==> config.mk <==
export PLATFORM = sky130hd
export DESIGN_NAME = frame_slot_sched
export DESIGN_NICKNAME = d
export VERILOG_FILES = /design/src/rtl/frame_buf_pkg.sv /design/src/rtl/frame_slot_sel.sv /design/src/rtl/frame_slot_sched.sv
export SDC_FILE = /design/constraint.sdc
export NUM_CORES = 1
export LEC_CHECK = 0
export ABC_AREA = 0
export CORE_MARGIN = 1.5
export CORE_UTILIZATION = 40
export CTS_CLUSTER_SIZE = 8
export DETAILED_ROUTE_END_ITERATION = 10
export PLACE_DENSITY = 0.71
export SETUP_SLACK_MARGIN = 0.1
export SLEW_MARGIN = 20
export SYNTH_ARGS = -nofsm -noshare
export SYNTH_HDL_FRONTEND = slang
export SYNTH_SLANG_ARGS = --single-unit
==> constraint.sdc <==
create_clock -name clk_i -period 22.9 [get_ports clk_i]
set_input_delay 2.29 -clock clk_i [delete_from_list [all_inputs] [get_ports clk_i]]
set_output_delay 2.29 -clock clk_i [all_outputs]
set_load 0.05 [all_outputs]
==> src/rtl/frame_buf_pkg.sv <==
// Shared types and helpers for the DDR frame-buffer slot scheduler.
package frame_buf_pkg;

    localparam int SEQ_WIDTH = 8;

    typedef enum logic [1:0] {
        FREE,
        WRITING,
        READY,
        READING
    } slot_state_t;

    // Each line is packed as ceil(res_x / 4) 64-bit words.
    function automatic longint unsigned bytes_per_frame(input longint unsigned res_x,
                                                        input longint unsigned res_y);
        return ((res_x + 64'd3) / 64'd4) * 64'd8 * res_y;
    endfunction

endpackage

==> src/rtl/frame_slot_sel.sv <==
// Combinational slot picker: lowest FREE, oldest READY and newest READY slot.
module frame_slot_sel
    import frame_buf_pkg::*;
#(
    parameter int N     = 3,
    parameter int IDX_W = 2
) (
    input  slot_state_t          state [N],
    input  logic [SEQ_WIDTH-1:0] tag   [N],
    output logic                 free_found,
    output logic [IDX_W-1:0]     free_idx,
    output logic                 old_found,
    output logic [IDX_W-1:0]     old_idx,
    output logic                 new_found,
    output logic [IDX_W-1:0]     new_idx
);

    logic signed [SEQ_WIDTH-1:0] old_diff;
    logic signed [SEQ_WIDTH-1:0] new_diff;

    // Tags wrap modulo 256, so age is judged by the signed difference.
    always_comb begin
        free_found = 1'b0;
        free_idx   = '0;
        old_found  = 1'b0;
        old_idx    = '0;
        new_found  = 1'b0;
        new_idx    = '0;
        old_diff   = '0;
        new_diff   = '0;
        for (int i = 0; i < N; i++) begin
            if (state[i] == FREE && !free_found) begin
                free_found = 1'b1;
                free_idx   = IDX_W'(i);
            end
            if (state[i] == READY) begin
                old_diff = tag[i] - tag[old_idx];
                new_diff = tag[i] - tag[new_idx];
                if (!old_found || old_diff < 0) begin
                    old_found = 1'b1;
                    old_idx   = IDX_W'(i);
                end
                if (!new_found || new_diff > 0) begin
                    new_found = 1'b1;
                    new_idx   = IDX_W'(i);
                end
            end
        end
    end

endmodule

==> src/rtl/frame_slot_sched.sv <==
// Triple-buffer style frame-slot scheduler between the video write and read DMA controllers.
module frame_slot_sched
    import frame_buf_pkg::*;
#(
    parameter int              FRAMES_AMOUNT = 3,
    parameter longint unsigned START_ADDR    = 0,
    parameter int              FRAME_RES_X   = 1920,
    parameter int              FRAME_RES_Y   = 1080,
    parameter int              ADDR_WIDTH    = 32,
    parameter int              CNT_WIDTH     = 16
) (
    input  logic                  clk_i,
    input  logic                  rst_n_i,
    input  logic                  wr_req_stb_i,
    input  logic                  wr_done_stb_i,
    input  logic                  wr_abort_stb_i,
    output logic                  wr_grant_o,
    output logic [ADDR_WIDTH-1:0] wr_addr_o,
    input  logic                  rd_req_stb_i,
    output logic                  rd_grant_o,
    output logic [ADDR_WIDTH-1:0] rd_addr_o,
    output logic                  rd_valid_o,
    output logic                  rd_new_o,
    output logic [CNT_WIDTH-1:0]  drop_cnt_o,
    output logic [CNT_WIDTH-1:0]  repeat_cnt_o
);

    localparam int IDX_W = (FRAMES_AMOUNT > 1) ? $clog2(FRAMES_AMOUNT) : 1;
    localparam logic [ADDR_WIDTH-1:0] BASE = ADDR_WIDTH'(START_ADDR);
    localparam logic [ADDR_WIDTH-1:0] BPF  = ADDR_WIDTH'(bytes_per_frame(FRAME_RES_X, FRAME_RES_Y));

    function automatic logic [ADDR_WIDTH-1:0] slot_addr(input logic [IDX_W-1:0] idx);
        return BASE + ADDR_WIDTH'(idx) * BPF;
    endfunction

    function automatic logic [CNT_WIDTH-1:0] sat_add(input logic [CNT_WIDTH-1:0] a,
                                                     input logic [CNT_WIDTH-1:0] b);
        logic [CNT_WIDTH:0] sum;
        sum = {1'b0, a} + {1'b0, b};
        return sum[CNT_WIDTH] ? '1 : sum[CNT_WIDTH-1:0];
    endfunction

    slot_state_t          state_q [FRAMES_AMOUNT];
    slot_state_t          s1      [FRAMES_AMOUNT];
    slot_state_t          s2      [FRAMES_AMOUNT];
    slot_state_t          s3      [FRAMES_AMOUNT];
    logic [SEQ_WIDTH-1:0] tag_q   [FRAMES_AMOUNT];
    logic [SEQ_WIDTH-1:0] tag1    [FRAMES_AMOUNT];
    logic [SEQ_WIDTH-1:0] seq_q, seq_d;

    logic             unused_rd_free_found, unused_rd_old_found;
    logic [IDX_W-1:0] unused_rd_free_idx, unused_rd_old_idx;
    logic             unused_wr_new_found;
    logic [IDX_W-1:0] unused_wr_new_idx;
    logic             rd_new_found, wr_free_found, wr_old_found;
    logic [IDX_W-1:0] rd_new_idx, wr_free_idx, wr_old_idx, wr_pick;
    logic             rd_fresh, rd_repeat, reading_found, wr_ok, rd_valid_d;
    logic [IDX_W:0]   drop_inc;

    // Writer completion or abandonment is resolved first.
    always_comb begin
        s1    = state_q;
        tag1  = tag_q;
        seq_d = seq_q;
        for (int i = 0; i < FRAMES_AMOUNT; i++) begin
            if (state_q[i] == WRITING) begin
                if (wr_abort_stb_i) begin
                    s1[i] = FREE;
                end else if (wr_done_stb_i) begin
                    s1[i]   = READY;
                    tag1[i] = seq_q;
                    seq_d   = seq_q + 1'b1;
                end
            end
        end
    end

    frame_slot_sel #(.N(FRAMES_AMOUNT), .IDX_W(IDX_W)) u_sel_rd (
        .state      (s1),
        .tag        (tag1),
        .free_found (unused_rd_free_found),
        .free_idx   (unused_rd_free_idx),
        .old_found  (unused_rd_old_found),
        .old_idx    (unused_rd_old_idx),
        .new_found  (rd_new_found),
        .new_idx    (rd_new_idx)
    );

    // Reader takes the newest READY slot; everything older is dropped.
    always_comb begin
        s2            = s1;
        rd_fresh      = 1'b0;
        rd_repeat     = 1'b0;
        reading_found = 1'b0;
        drop_inc      = '0;
        for (int i = 0; i < FRAMES_AMOUNT; i++) begin
            if (s1[i] == READING) reading_found = 1'b1;
        end
        if (rd_req_stb_i) begin
            if (rd_new_found) begin
                rd_fresh = 1'b1;
                for (int i = 0; i < FRAMES_AMOUNT; i++) begin
                    if (s1[i] == READING) begin
                        s2[i] = FREE;
                    end else if (s1[i] == READY && IDX_W'(i) != rd_new_idx) begin
                        s2[i]    = FREE;
                        drop_inc = drop_inc + 1'b1;
                    end
                end
                s2[rd_new_idx] = READING;
            end else if (reading_found) begin
                rd_repeat = 1'b1;
            end
        end
        if (wr_req_stb_i) begin
            for (int i = 0; i < FRAMES_AMOUNT; i++) begin
                if (s2[i] == WRITING) s2[i] = FREE;
            end
        end
    end

    frame_slot_sel #(.N(FRAMES_AMOUNT), .IDX_W(IDX_W)) u_sel_wr (
        .state      (s2),
        .tag        (tag1),
        .free_found (wr_free_found),
        .free_idx   (wr_free_idx),
        .old_found  (wr_old_found),
        .old_idx    (wr_old_idx),
        .new_found  (unused_wr_new_found),
        .new_idx    (unused_wr_new_idx)
    );

    always_comb begin
        s3         = s2;
        wr_pick    = '0;
        wr_ok      = 1'b0;
        rd_valid_d = 1'b0;
        if (wr_req_stb_i) begin
            if (wr_free_found) begin
                wr_pick = wr_free_idx;
                wr_ok   = 1'b1;
            end else if (wr_old_found) begin
                wr_pick = wr_old_idx;
                wr_ok   = 1'b1;
            end
            if (wr_ok) s3[wr_pick] = WRITING;
        end
        for (int i = 0; i < FRAMES_AMOUNT; i++) begin
            if (s3[i] == READING) rd_valid_d = 1'b1;
        end
    end

    always_ff @(posedge clk_i or negedge rst_n_i) begin
        if (!rst_n_i) begin
            // NOTE: slot state is a small register array, not a RAM, so it is reset with the rest.
            for (int i = 0; i < FRAMES_AMOUNT; i++) begin
                state_q[i] <= FREE;
                tag_q[i]   <= '0;
            end
            seq_q        <= '0;
            wr_grant_o   <= 1'b0;
            wr_addr_o    <= BASE;
            rd_grant_o   <= 1'b0;
            rd_addr_o    <= BASE;
            rd_valid_o   <= 1'b0;
            rd_new_o     <= 1'b0;
            drop_cnt_o   <= '0;
            repeat_cnt_o <= '0;
        end else begin
            state_q      <= s3;
            tag_q        <= tag1;
            seq_q        <= seq_d;
            wr_grant_o   <= wr_ok;
            if (wr_ok) wr_addr_o <= slot_addr(wr_pick);
            rd_grant_o   <= rd_fresh | rd_repeat;
            rd_new_o     <= rd_fresh;
            if (rd_fresh) rd_addr_o <= slot_addr(rd_new_idx);
            rd_valid_o   <= rd_valid_d;
            drop_cnt_o   <= sat_add(drop_cnt_o, CNT_WIDTH'(drop_inc + (wr_ok && !wr_free_found)));
            repeat_cnt_o <= sat_add(repeat_cnt_o, CNT_WIDTH'(rd_repeat));
        end
    end

endmodule

Word level (Yosys, flattened, before mapping)
Index checks and enable logic that the tools add are counted.
Storage, ports and cells
  flip-flop bits (word level): 100
  bits of input ports: 6
  output and inout port bits: 100
  word-level logic and storage cells: 201
Operators by class
  add/sub/neg operators: 9
  multipliers: 2
  order comparisons: 10
  equal/unequal tests: 20
  muxes and demuxes: 113
  bitwise gates (word level): 9
  reductions and logical operators: 23
Operators with widths (number)
  $mux W8: 22
  $mux W2: 37
  $mux W1: 33
  $bmux W8 S2: 2
  $mux W16: 2
  $mux W3: 10
  $mux W6: 5
  $mul A2 B11 Y13 const B: 2
  $eq A2 B2 Y1 const B: 12
  $sub A8 B8 Y8: 3
  $add A16 B1 Y17: 1
  $add A16 B4 Y17: 1
  $gt A8 B1 Y1 const B: 2
  $lt A8 B1 Y1 const B: 2
  $eq A2 B1 Y1 const B: 6
  $ge A3 B3 Y1 const B: 4
  $not A2 Y3: 4
  $add A8 B1 Y8 const B: 1
  $demux W2 S2: 2
  $logic_and A1 B1 Y1: 8
  $logic_not A1 Y1: 7
  $add A3 B1 Y3 const B: 2
  $logic_not A2 Y1: 3
  $lt A3 B1 Y1 const B: 2
  10 further kinds: 13

Depth between registers and ports, before layout
  word-level depth: 61
  gate-level depth with buffers: 45
  mapped depth without buffers: 42

Modules after synthesis
From an unflattened synthesis, not the netlist that was laid out.
Unflattened totals
  cells, all modules: 766
  area total of the unflattened synthesis: 6880.3 um2
Modules (own cells, without submodules)
  frame_slot_sched: instances 1, cells each 456, area an instance 4543.1 um2, sequential area each 2152.1 um2
  frame_slot_sel: instances 2, cells each 155, area an instance 1168.6 um2, sequential area each 0.0 um2

Worst setup path before layout
OpenSTA, ideal clock, no wires.
  kind: input to register
  start point: input wr_abort_stb_i
  end point: register drop_cnt_o[1]
  arrival time: 10477 ps
  setup slack: 12354 ps
  stages on the path: 42
  buffers on the path: 5
  path through: and4bb_1 > buf_2 > mux2i_1 > ha_1 > fa_1 > nand2b_1 > a21oi_1 > mux2i_1 > or4b_1 > or2_2 > a21oi_1 > or2_2 > clkbuf_1 > clkbuf_1 > o21ai_0 > ha_1 > nor2b_1 > o2111a_1 > [... 6 more ...] > o21ai_0 > ha_1 > a221o_1 > nand3b_1 > o31ai_2 > buf_4 > nor2_1 > fa_1 > inv_1 > fa_1 > nor2b_1 > o2111a_1 > nand3_1 > nor2_1 > and3_1 > nand3_1 > clkbuf_1 > nand2_1
Between the ends
  word-level cells in the longest chain between the ends: 52
Ends and longest elaborated chain
  start: declaration: RTL line frame_slot_sched.sv:16  | input logic wr_abort_stb_i,
  parallel branches: the longest is 49 deep, another holds $sub A8 B8 Y8
  $add A3 B1 Y4 *: RTL line frame_slot_sched.sv:179  | drop_cnt_o <= sat_add(drop_cnt_o, CNT_WIDTH'(drop_inc + (wr_ok && !wr_free_found)));
  $add A16 B4 Y17 *: RTL line frame_slot_sched.sv:39  | sum = {1'b0, a} + {1'b0, b};
  $mux W16 *: RTL line frame_slot_sched.sv:40  | return sum[CNT_WIDTH] ? '1 : sum[CNT_WIDTH-1:0];
  end signal: assignment: RTL line frame_slot_sched.sv:179
  end: declaration: RTL line frame_slot_sched.sv:24  | output logic [CNT_WIDTH-1:0] drop_cnt_o,
Mark *: on every way between the ends. The select of a mux whose other input is x is not followed.
A chain may end at the register's enable or synchronous reset.

==> out/summary.txt <==
Status: finished, final reports clean
Initial antenna violation count: 0
Gr ovfl total: 0
IO Port Bufs: 65
Top cells by count, synth: 86 x dfrtp_1, 82 x nand2_1, 53 x buf_4, 37 x o21ai_0, 35 x ha_1
Max_cap viols: 0
Slowest stage delay, CP: 0.73 ns
Lkg Pwr: 3.32 nW
Total routed wirelength: 12800 microns
Post-synth top flop: dfrtp_1
Hpwl dp: 9560 microns
CORE AREA: 14000 sq um
Core Rows: 43
R2R setup slack: 12.67 ns
Tcrit/Tclk final: 0.539
Bufs and invs on worst path: 4
Share of layout cells above drive strength 1: 0.0509
HP Class: flop to flop
Crit path DAT: 12.53 ns
Worst R2R Path Depth: 40
CTS resizes: 0
Max Slew Vio Count: 0
Ant diodes: 0
First-pass GRT wire length: 21200 microns
Crit-path max FO: 17
Fillers: 1305
Worst Hold Path Cells: 2
Largest net degree at the start of global routing: 87
Slew @ Worst Pin: 0.835 ns
Fin. Hold Viols: 0
Fin nets: 727
Die height: 123 microns
CP startpoint kind: input pin
Distinct cells, synth: 73
Top-count cell post-synth: dfrtp_1
RSZ-0062 raised after global routing: false
Clock latency on the worst-skew pair: 0.35 ns
Initial Util: 0.413
RR Startpoint: state_q[5]
Hold EP: rd_addr_o[17]
CP endpoint kind: flop
Hold Path Origin: rd_addr_o[17]
# DRC: 0
Post-synthesis cell count: 635
Synthesized area: 5800 sq um
Ys async rst share: 1.00
Placed inst area: 6360 sq um
FF-to-FF End: drop_cnt_o[2]
Via count: 4573
Worst setup startpoint: wr_done_stb_i
Critical Path RT: 23.09 ns
Die Width: 123 microns
Final Critical Period: 12.34 ns
Crit path max-delay family: simple AND/OR/NAND/NOR gates
VDD IR-drop max: 0.0492 mV
Syn avg cell area: 9.14 sq um
Setup_tns: 0 ns
CTS max path bufs: 2
Yosys Warn Count: 0
Pwr Density: 145 nW/um^2
CP Class: input pin to flop
Area leader, netlist: dfrtp_1
Min Hold Slack: 0.478 ns
Max-slew headroom: 0.440
Worst path most repeated cell: a21oi_1
Num ports: 106
Post-synthesis sequential element count: 86
Cells after DPL: 851
Area Overhead vs Synth: 14.4%
CTS tree: yes
Die area: 15200 sq um
First-pass DRT Iterations: 4
Antenna Nets Post-Route: 0
Fin cells: 867
Gpl congestion: 0.839
Gr usage total: 0.174
Vias in the first global route: 4419
# setup viols final: 0
CP max-delay cell: o31ai_2
Postcts setup bufs: 0
Total power: 0.960 mW
DRT iter0 DRCs: 290
Clock slew at reported path FFs: 0.07 ns
Fmax: 81.0 MHz
Share of the yosys chip area belonging to registers: 0.371
Clk root buf: clkbuf_16
Htree depth: 3
Clock Sinks: 86
Vias per cell: 5.27
CTS Hold Bufs: 0
EDFF count, synth: 0
Synth top area cells: dfrtp_1 37%, ha_1 7.5%, buf_4 6.9%, nand2_1 5.3%, mux2i_1 3.8%
Total CTS buffers: 9
WL/cell: 14.7 microns
Finished layout cell area: 6640 sq um
Post-Route Skew: 0.0107 ns
Top-area cell type share of the netlist area: 0.371
==> power breakdown <==
part | internal [mW] | switching (mW) | total (mW)
Sequential | 0.191 | 0.0395 | 0.230
Clock | 0.0743 | 0.0630 | 0.137
Combinational | 0.219 | 0.374 | 0.593
==> registers in the layout, summed over array words and instances (netlist names) <==
| name | count |
|---|---|
| tag_q | 24 |
| drop_cnt_o | 16 |
| repeat_cnt_o | 16 |
| seq_q | 8 |
| rd_addr_o | 6 |
| state_q | 6 |
| wr_addr_o | 6 |
| rd_grant_o | 1 |
| rd_new_o | 1 |
| rd_valid_o | 1 |
| wr_grant_o | 1 |
==> final cells by class <==
cell class	instances	area, sq um	share of cell area
Clock buffer	10	229	0.0345
Inverter	33	124	0.0187
Clock inverter	6	47.5	0.00716
Sequential cell	86	2150	0.324
Multi-Input combinational cell	487	3210	0.484
Tap cell	180	225	0.0339
Timing Repair Buffer	65	652	0.0982
==> metal layers <==
layer / GRT usage / part of all wire / wire length [microns]
met5: 0 / 0 / 0
met4: 0.0647 / 0.018 / 226
met3: 0.0258 / 0.045 / 571
met2: 0.285 / 0.47 / 6050
met1: 0.234 / 0.46 / 5920
==> cells in the final DEF (no fill, tap or decap), drive strengths merged, types with 13 or more instances in the layout <==
master	count
conb	40
xnor2	21
nand2b	13
nor2	34
ha	35
inv	34
o21ai	43
dfrtp	86
mux2i	22
nand2	82
clkdlybuf4s50	64
a21oi	28
nand3	21
==> worst min-delay path: stages (launching register included) <==
cell	delay [ns]
dfrtp_1	0.35
nand2_1	0.05
nand2_1	0.05
==> worst max-delay path by stage <==
stage	to	slack [ns]	depth (start not counted)
2_1_floorplan	drop_cnt_o[1]	12.35	42
3_3_place_gp	drop_cnt_o[13]	10.81	41
3_5_place_dp	drop_cnt_o[2]	10.26	41
4_1_cts	drop_cnt_o[2]	10.59	41
5_1_grt	drop_cnt_o[2]	9.72	40
6_report	drop_cnt_o[2]	10.56	41
==> logic make-up after synthesis <==
family,synth area share
compound gates,0.137
xor+xnor,0.0498
fa+ha+maj,0.0892
buf+inv,0.101
flops,0.371
mux,0.0612
other cells,0.000646
simple gates,0.190
==> per-stage QoR <==
step / setup slack [ns] / util
after detailed placement: 10.26 / 0.453
after CTS: 10.59 / 0.473
final: 10.56 / 0.473
after floorplan: 12.35 / -
after global placement: 10.81 / 0.453
after global routing: 9.72 / 0.473
Note: power is estimated with default switching activity, not from simulation.
